<file path="src/rtl/clip_controller.sv">
// Record/playback sequencer for two clips sharing one single-port sample memory.
// Latency: writes in the sample_tick cycle; read data reaches spk_sample one cycle after mem_re.
// No back-pressure: sample ticks arrive at least 2 cycles apart and are never stalled.
module clip_controller #(
    parameter int ADDR_W = 13,
    parameter int DATA_W = 8
) (
    input  logic              clock,
    input  logic              reset,
    input  logic              record,
    input  logic              play,
    input  logic              clipselectionwr,
    input  logic              clipselectionr,
    input  logic              sample_tick,
    input  logic [DATA_W-1:0] mic_sample,
    output logic              mem_we,
    output logic              mem_re,
    output logic [ADDR_W:0]   mem_addr,
    output logic [DATA_W-1:0] mem_wdata,
    input  logic [DATA_W-1:0] mem_rdata,
    output logic [DATA_W-1:0] spk_sample,
    output logic              spk_valid,
    output logic              recording,
    output logic              playing,
    output logic [1:0]        clip_valid
);

    localparam logic [1:0] ST_IDLE   = 2'd0;
    localparam logic [1:0] ST_RECORD = 2'd1;
    localparam logic [1:0] ST_PLAY   = 2'd2;

    // Length of a completely filled clip, and the last offset inside a clip.
    localparam logic [ADDR_W:0]   LEN_FULL  = {1'b1, {ADDR_W{1'b0}}};
    localparam logic [ADDR_W-1:0] COUNT_MAX = {ADDR_W{1'b1}};

    logic [1:0]        state_q, state_d;
    logic              rec_prev_q, rec_prev_d;
    logic              play_prev_q, play_prev_d;
    logic              cur_clip_q, cur_clip_d;
    logic [ADDR_W-1:0] count_q, count_d;
    logic [ADDR_W:0]   len_q [2];
    logic [ADDR_W:0]   len_d [2];
    logic              rd_pend_q, rd_pend_d;
    logic [DATA_W-1:0] spk_last_q, spk_last_d;

    logic              rec_cmd;
    logic              play_cmd;
    logic              stop_cmd;
    logic [ADDR_W:0]   count_next_ext;

    assign rec_cmd        = record & ~rec_prev_q;
    assign play_cmd       = play & ~play_prev_q;
    assign stop_cmd       = rec_cmd | play_cmd;
    assign count_next_ext = {1'b0, count_q} + {{ADDR_W{1'b0}}, 1'b1};

    // Address always reflects the active clip/offset; strobes qualify it.
    assign mem_addr   = {cur_clip_q, count_q};
    assign mem_wdata  = mic_sample;
    assign recording  = (state_q == ST_RECORD);
    assign playing    = (state_q == ST_PLAY);
    assign clip_valid = {(len_q[1] != '0), (len_q[0] != '0)};

    // Read data is only valid the cycle after mem_re, so forward it straight
    // through on that cycle and hold a copy for the cycles in between.
    assign spk_valid  = rd_pend_q;
    assign spk_sample = rd_pend_q ? mem_rdata : spk_last_q;

    // Next-state, memory strobes and clip-length bookkeeping.
    always_comb begin
        state_d     = state_q;
        cur_clip_d  = cur_clip_q;
        count_d     = count_q;
        len_d[0]    = len_q[0];
        len_d[1]    = len_q[1];
        mem_we      = 1'b0;
        mem_re      = 1'b0;
        rec_prev_d  = record;
        play_prev_d = play;

        case (state_q)
            ST_IDLE: begin
                // Record wins a tie with play; playing an empty clip is ignored.
                if (rec_cmd) begin
                    state_d    = ST_RECORD;
                    cur_clip_d = clipselectionwr;
                    count_d    = '0;
                end else if (play_cmd && (len_q[clipselectionr] != '0)) begin
                    state_d    = ST_PLAY;
                    cur_clip_d = clipselectionr;
                    count_d    = '0;
                end
            end
            ST_RECORD: begin
                // A stop press beats a coincident tick: that sample is dropped.
                if (stop_cmd) begin
                    len_d[cur_clip_q] = {1'b0, count_q};
                    state_d           = ST_IDLE;
                end else if (sample_tick) begin
                    mem_we  = 1'b1;
                    count_d = count_q + 1'b1;
                    if (count_q == COUNT_MAX) begin
                        len_d[cur_clip_q] = LEN_FULL;
                        state_d           = ST_IDLE;
                    end
                end
            end
            ST_PLAY: begin
                if (stop_cmd) begin
                    state_d = ST_IDLE;
                end else if (sample_tick) begin
                    mem_re  = 1'b1;
                    count_d = count_q + 1'b1;
                    if (count_next_ext == len_q[cur_clip_q]) begin
                        state_d = ST_IDLE;
                    end
                end
            end
            default: begin
                state_d = ST_IDLE;
            end
        endcase
    end

    // Capture the returning sample one cycle after each read strobe.
    always_comb begin
        rd_pend_d  = mem_re;
        spk_last_d = rd_pend_q ? mem_rdata : spk_last_q;
    end

    // State registers; reset discards any partial recording.
    always_ff @(posedge clock or negedge reset) begin
        if (!reset) begin
            state_q     <= ST_IDLE;
            rec_prev_q  <= 1'b0;
            play_prev_q <= 1'b0;
            cur_clip_q  <= 1'b0;
            count_q     <= '0;
            len_q[0]    <= '0;
            len_q[1]    <= '0;
            rd_pend_q   <= 1'b0;
            spk_last_q  <= '0;
        end else begin
            state_q     <= state_d;
            rec_prev_q  <= rec_prev_d;
            play_prev_q <= play_prev_d;
            cur_clip_q  <= cur_clip_d;
            count_q     <= count_d;
            len_q[0]    <= len_d[0];
            len_q[1]    <= len_d[1];
            rd_pend_q   <= rd_pend_d;
            spk_last_q  <= spk_last_d;
        end
    end

endmodule
</file>
<file path="config.mk">
export PLATFORM = sky130hd
export DESIGN_NAME = clip_controller
export DESIGN_NICKNAME = d
export VERILOG_FILES = /design/src/rtl/clip_controller.sv
export SDC_FILE = /design/constraint.sdc
export NUM_CORES = 1
export LEC_CHECK = 0
export ABC_CLOCK_PERIOD_IN_PS = 3500
export CORE_MARGIN = 10
export CORE_UTILIZATION = 56
export CTS_CLUSTER_DIAMETER = 80
export CTS_CLUSTER_SIZE = 10
export DETAILED_ROUTE_END_ITERATION = 10
export PLACE_DENSITY = 0.85
export SYNTH_ARGS = -nofsm -noshare
export SYNTH_HDL_FRONTEND = slang
export SYNTH_SLANG_ARGS = --single-unit
</file>
<file path="constraint.sdc">
create_clock -name clock -period 3.5 [get_ports clock]
set_input_delay 0.7 -clock clock [delete_from_list [all_inputs] [get_ports clock]]
set_output_delay 0.7 -clock clock [all_outputs]
set_load 0.03 [all_outputs]
</file>
==> results of run 1 <==
[kinds of logic after synthesis]
| logic type | after synthesis |
|---|---|
| simple gates | 118 |
| compound gates | 71 |
| flops | 55 |
| buf+inv | 34 |
| mux | 24 |
| xor+xnor | 18 |
| fa+ha+maj | 4 |
[path summary, 6_finish.rpt]
| check | to | slack [ps] | cells after the start |
|---|---|---|---|
| max in group asynchronous | play_prev_q$_DFF_PN0_ | 2260 | 2 |
| min | count_q[9]$_DFFE_PN0P_ | 500 | 1 |
| max | mem_re | 430 | 5 |
| min in group clock | spk_last_q[1]$_DFF_PN0_ | 500 | 1 |
| max reg2reg | state_q[0]$_DFFE_PN0P_ | 890 | 7 |
| min reg2reg | spk_last_q[1]$_DFF_PN0_ | 500 | 1 |
[critical path, cell delays in order]
cell	delay [ps]
clkdlybuf4s50_1	440
nand2b_1	120
o21a_1	250
and3_1	200
clkdlybuf4s50_1	670
[routing by layer]
metal  up-vias  global-route usage (%)
met5         -                       0
met4         0                    6.86
met3        15                    3.97
met2        72                    25.0
met1      1186                    22.5
li1       1180                       -
[through the flow]
step / std cells / setup WS, ps / utilization (%) / cell area (um2) / hold WS [ps]
final: 424 / 431 / 65.4 / 3580 / 500
after floorplan: 324 / 1160 / - / 3150 / 404
after global routing: 424 / 360 / 65.4 / 3580 / 519
after CTS: 424 / 431 / 65.4 / 3580 / 508
after detailed placement: 417 / 421 / 63.4 / 3470 / 485
after global placement: 417 / 460 / 63.4 / 3470 / 478
[power groups by stage]
stage	registers [mW]	logic [mW]	clock network, mW
after CTS	0.866	1.13	0.425
after global routing	0.884	1.22	0.450
final	0.870	1.12	0.415
after floorplan	0.857	0.826	0
after detailed placement	0.878	1.13	0
after global placement	0.875	1.10	0
[cell usage after synthesis (2+ instances only)]
cell | instances | area share, %
nand3_1 | 5 | 0.80
nand3_2 | 2 | 0.64
buf_6 | 4 | 1.4
o21ai_2 | 3 | 0.84
nor3_1 | 7 | 1.1
nor4_1 | 6 | 1.2
o211ai_2 | 2 | 0.80
nor2b_1 | 4 | 0.80
buf_2 | 3 | 0.48
o21a_1 | 2 | 0.48
o21ai_1 | 6 | 0.95
buf_4 | 10 | 2.4
and3_1 | 5 | 0.99
o41ai_1 | 3 | 0.84
xor2_1 | 4 | 1.1
nand4_1 | 6 | 1.2
dfrtp_1 | 55 | 44
mux2_2 | 10 | 3.6
o21ai_0 | 36 | 5.7
nand2_1 | 63 | 7.5
a21oi_1 | 3 | 0.48
clkbuf_1 | 7 | 0.84
mux2i_1 | 13 | 4.1
xnor2_1 | 14 | 3.9
ha_1 | 4 | 1.6
o31ai_1 | 2 | 0.48
nor2_1 | 8 | 0.95
inv_1 | 7 | 0.84
a31oi_1 | 5 | 0.99
[sequential cells by signal, summed over array words and instances, names as in the netlist]
signal	cells
spk_last_q	8
play_prev_q	1
count_q	13
len_q	28
spk_valid	1
cur_clip_q	1
state_q	2
rec_prev_q	1
[final cells by class]
cell class / count / area (um2) / area share [%]
clock buffers: 5 / 68.8 / 1.92
multi-input cells: 235 / 1520 / 42.4
well taps: 72 / 90.1 / 2.52
flip-flops and latches: 55 / 1380 / 38.5
clock inverters: 2 / 37.5 / 1.05
repair buffers: 48 / 463 / 12.9
inverters: 7 / 26.3 / 0.734
==> flow_summary_export.csv, run 1 <==
group,metric,value,unit
yosys,synth_edf_count,0,
pwr,vdd_drop_max,589,uV
clock_tree,clock_path_buffers,2,
drt,drt_wl_total,7010,um
global_routing,grt_usage,16.7,%
clock_tree,clk_pin_slew_worst_paths,90,ps
pwr,p_int,1.44,mW
placed_design,io_buffers,43,
die,die_w,95.0,um
worst_setup_path,crit_path_start_kind,"input port",
yosys,syn_nets,351,
clock_tree,hold_buffers,0,
worst_setup_path,startpoint,"record",
yosys,synth_compound_area_share,14.4,%
drt,routed-wl-met3,433,um
sta,rsz0062_at_grt,"no",
final_layout,nNetsFinal,379,
global_routing,first_global_vias,2393,
pwr,cellPowerDensity,673,nW/um2
pwr,p_switching,0.972,mW
final_layout,fill_cells,429,
pwr,power,2.41,mW
yosys,async_reset_ff_share,100,%
worst_setup_path,arrival,2370,ps
die,die_h,95.0,um
pwr,power_frac_comb,46.7,%
die,die-area,9020,um2
die,start_util,57.5,%
final_layout,layout_commonest_cell,"nand2_1",
worst_setup_path,r2r_start,"count_q[0]$_DFFE_PN0P_",
drt,vias_per_cell,5.79,
sta,fmax,0.326,GHz
worst_setup_path,cp-end-kind,"output pin",
clock_tree,cts-root-buf,"clkbuf_8",
pwr,p_leak,1.48,nW
outcome,outcome,"complete, no violations",
min_path,hp-class,"input port to async pin",
die,num_rows,27,
worst_setup_path,required,2800,ps
yosys,synthCells,324,
placed_design,dp_hpwl,5170,um
pwr,clkPwrFrac,17.2,%
final_layout,drive_gt1_share,11.1,%
pwr,p_sw_share,40.3,%
flow_run,cap_violations,0,
global_routing,antenna_found_initial,0,
worst_setup_path,critical_path_class,"input port to output pin",
yosys,avgSynthCellArea,9.71,um2
sta,skew,2.89,ps
yosys,yosysSeqAreaShare,43.7,%
drt,drc,0,
yosys,ys_ff_latch,55,
yosys,synth_ff_type,"dfrtp_1",
die,io_pins,60,
final_layout,areaGrowthSynthToFinish,13.7,%
sta,worst_slew_pin_slew,878,ps
global_routing,grt_max_degree,41,
drt,vias,2453,
sta,setup_viol_count_final,0,
drt,wl_per_cell,16.5,um
worst_setup_path,path_max_fanout,7,
drt,wl_met2,3360,um
sta,fin_setup_tns,0,ps
yosys,yosys.cell_types.count,54,
yosys,synth_top_family_by_area,"simple AND/OR/NAND/NOR gates",
clock_tree,clk_latency,310,ps
clock_tree,cts_tree,"done",
sta,period_needed,3070,ps
clock_tree,post-cts-setup-buffers,0,
yosys,synth-xor-area-share,5.01,%
sta,relSlewSlack,41.5,%
placed_design,gp_congestion,0.842,
die,core_area,5470,um2
global_routing,grt_pass1_wl,12200,um
pwr,pwr-share-seq,36.1,%
sta,finalCritPeriodShare,87.7,%
yosys,synth.area.mux_share,8.07,%
final_layout,final_cell_mix,"nand2_1 (63), dfrtp_1 (55), clkdlybuf4s50_1 (42)",
global_routing,grt_overflow,0,
clock_tree,htree_levels,2,
drt,wl_met1,3060,um
clock_tree,cts_buffers,5,
sta,final-hold-violation-count,0,
drt,antenna_left,0,
clock_tree,cts-resized-gates,0,
drt,dr.pass1.iters,4,
drt,drt-initial-drc-count,169,
yosys,syn_area,3150,um2
clock_tree,clock_sinks,55,
sta,slew_violations,0,
final_layout,diodes,0,
yosys,synth_fa_ha_area_share,1.59,%
drt,highest_layer,"met4",
yosys,synth_warnings,0,
yosys,synth-simple-area-share,19.1,%
(Power assumes the default switching activity.)
==> run 2, diff against run 1 <==
Settings changed: TNS_END_PERCENT set to 1.
==> results of run 2 <==
Final layout, timing and power as in run 1 (identical DEF).
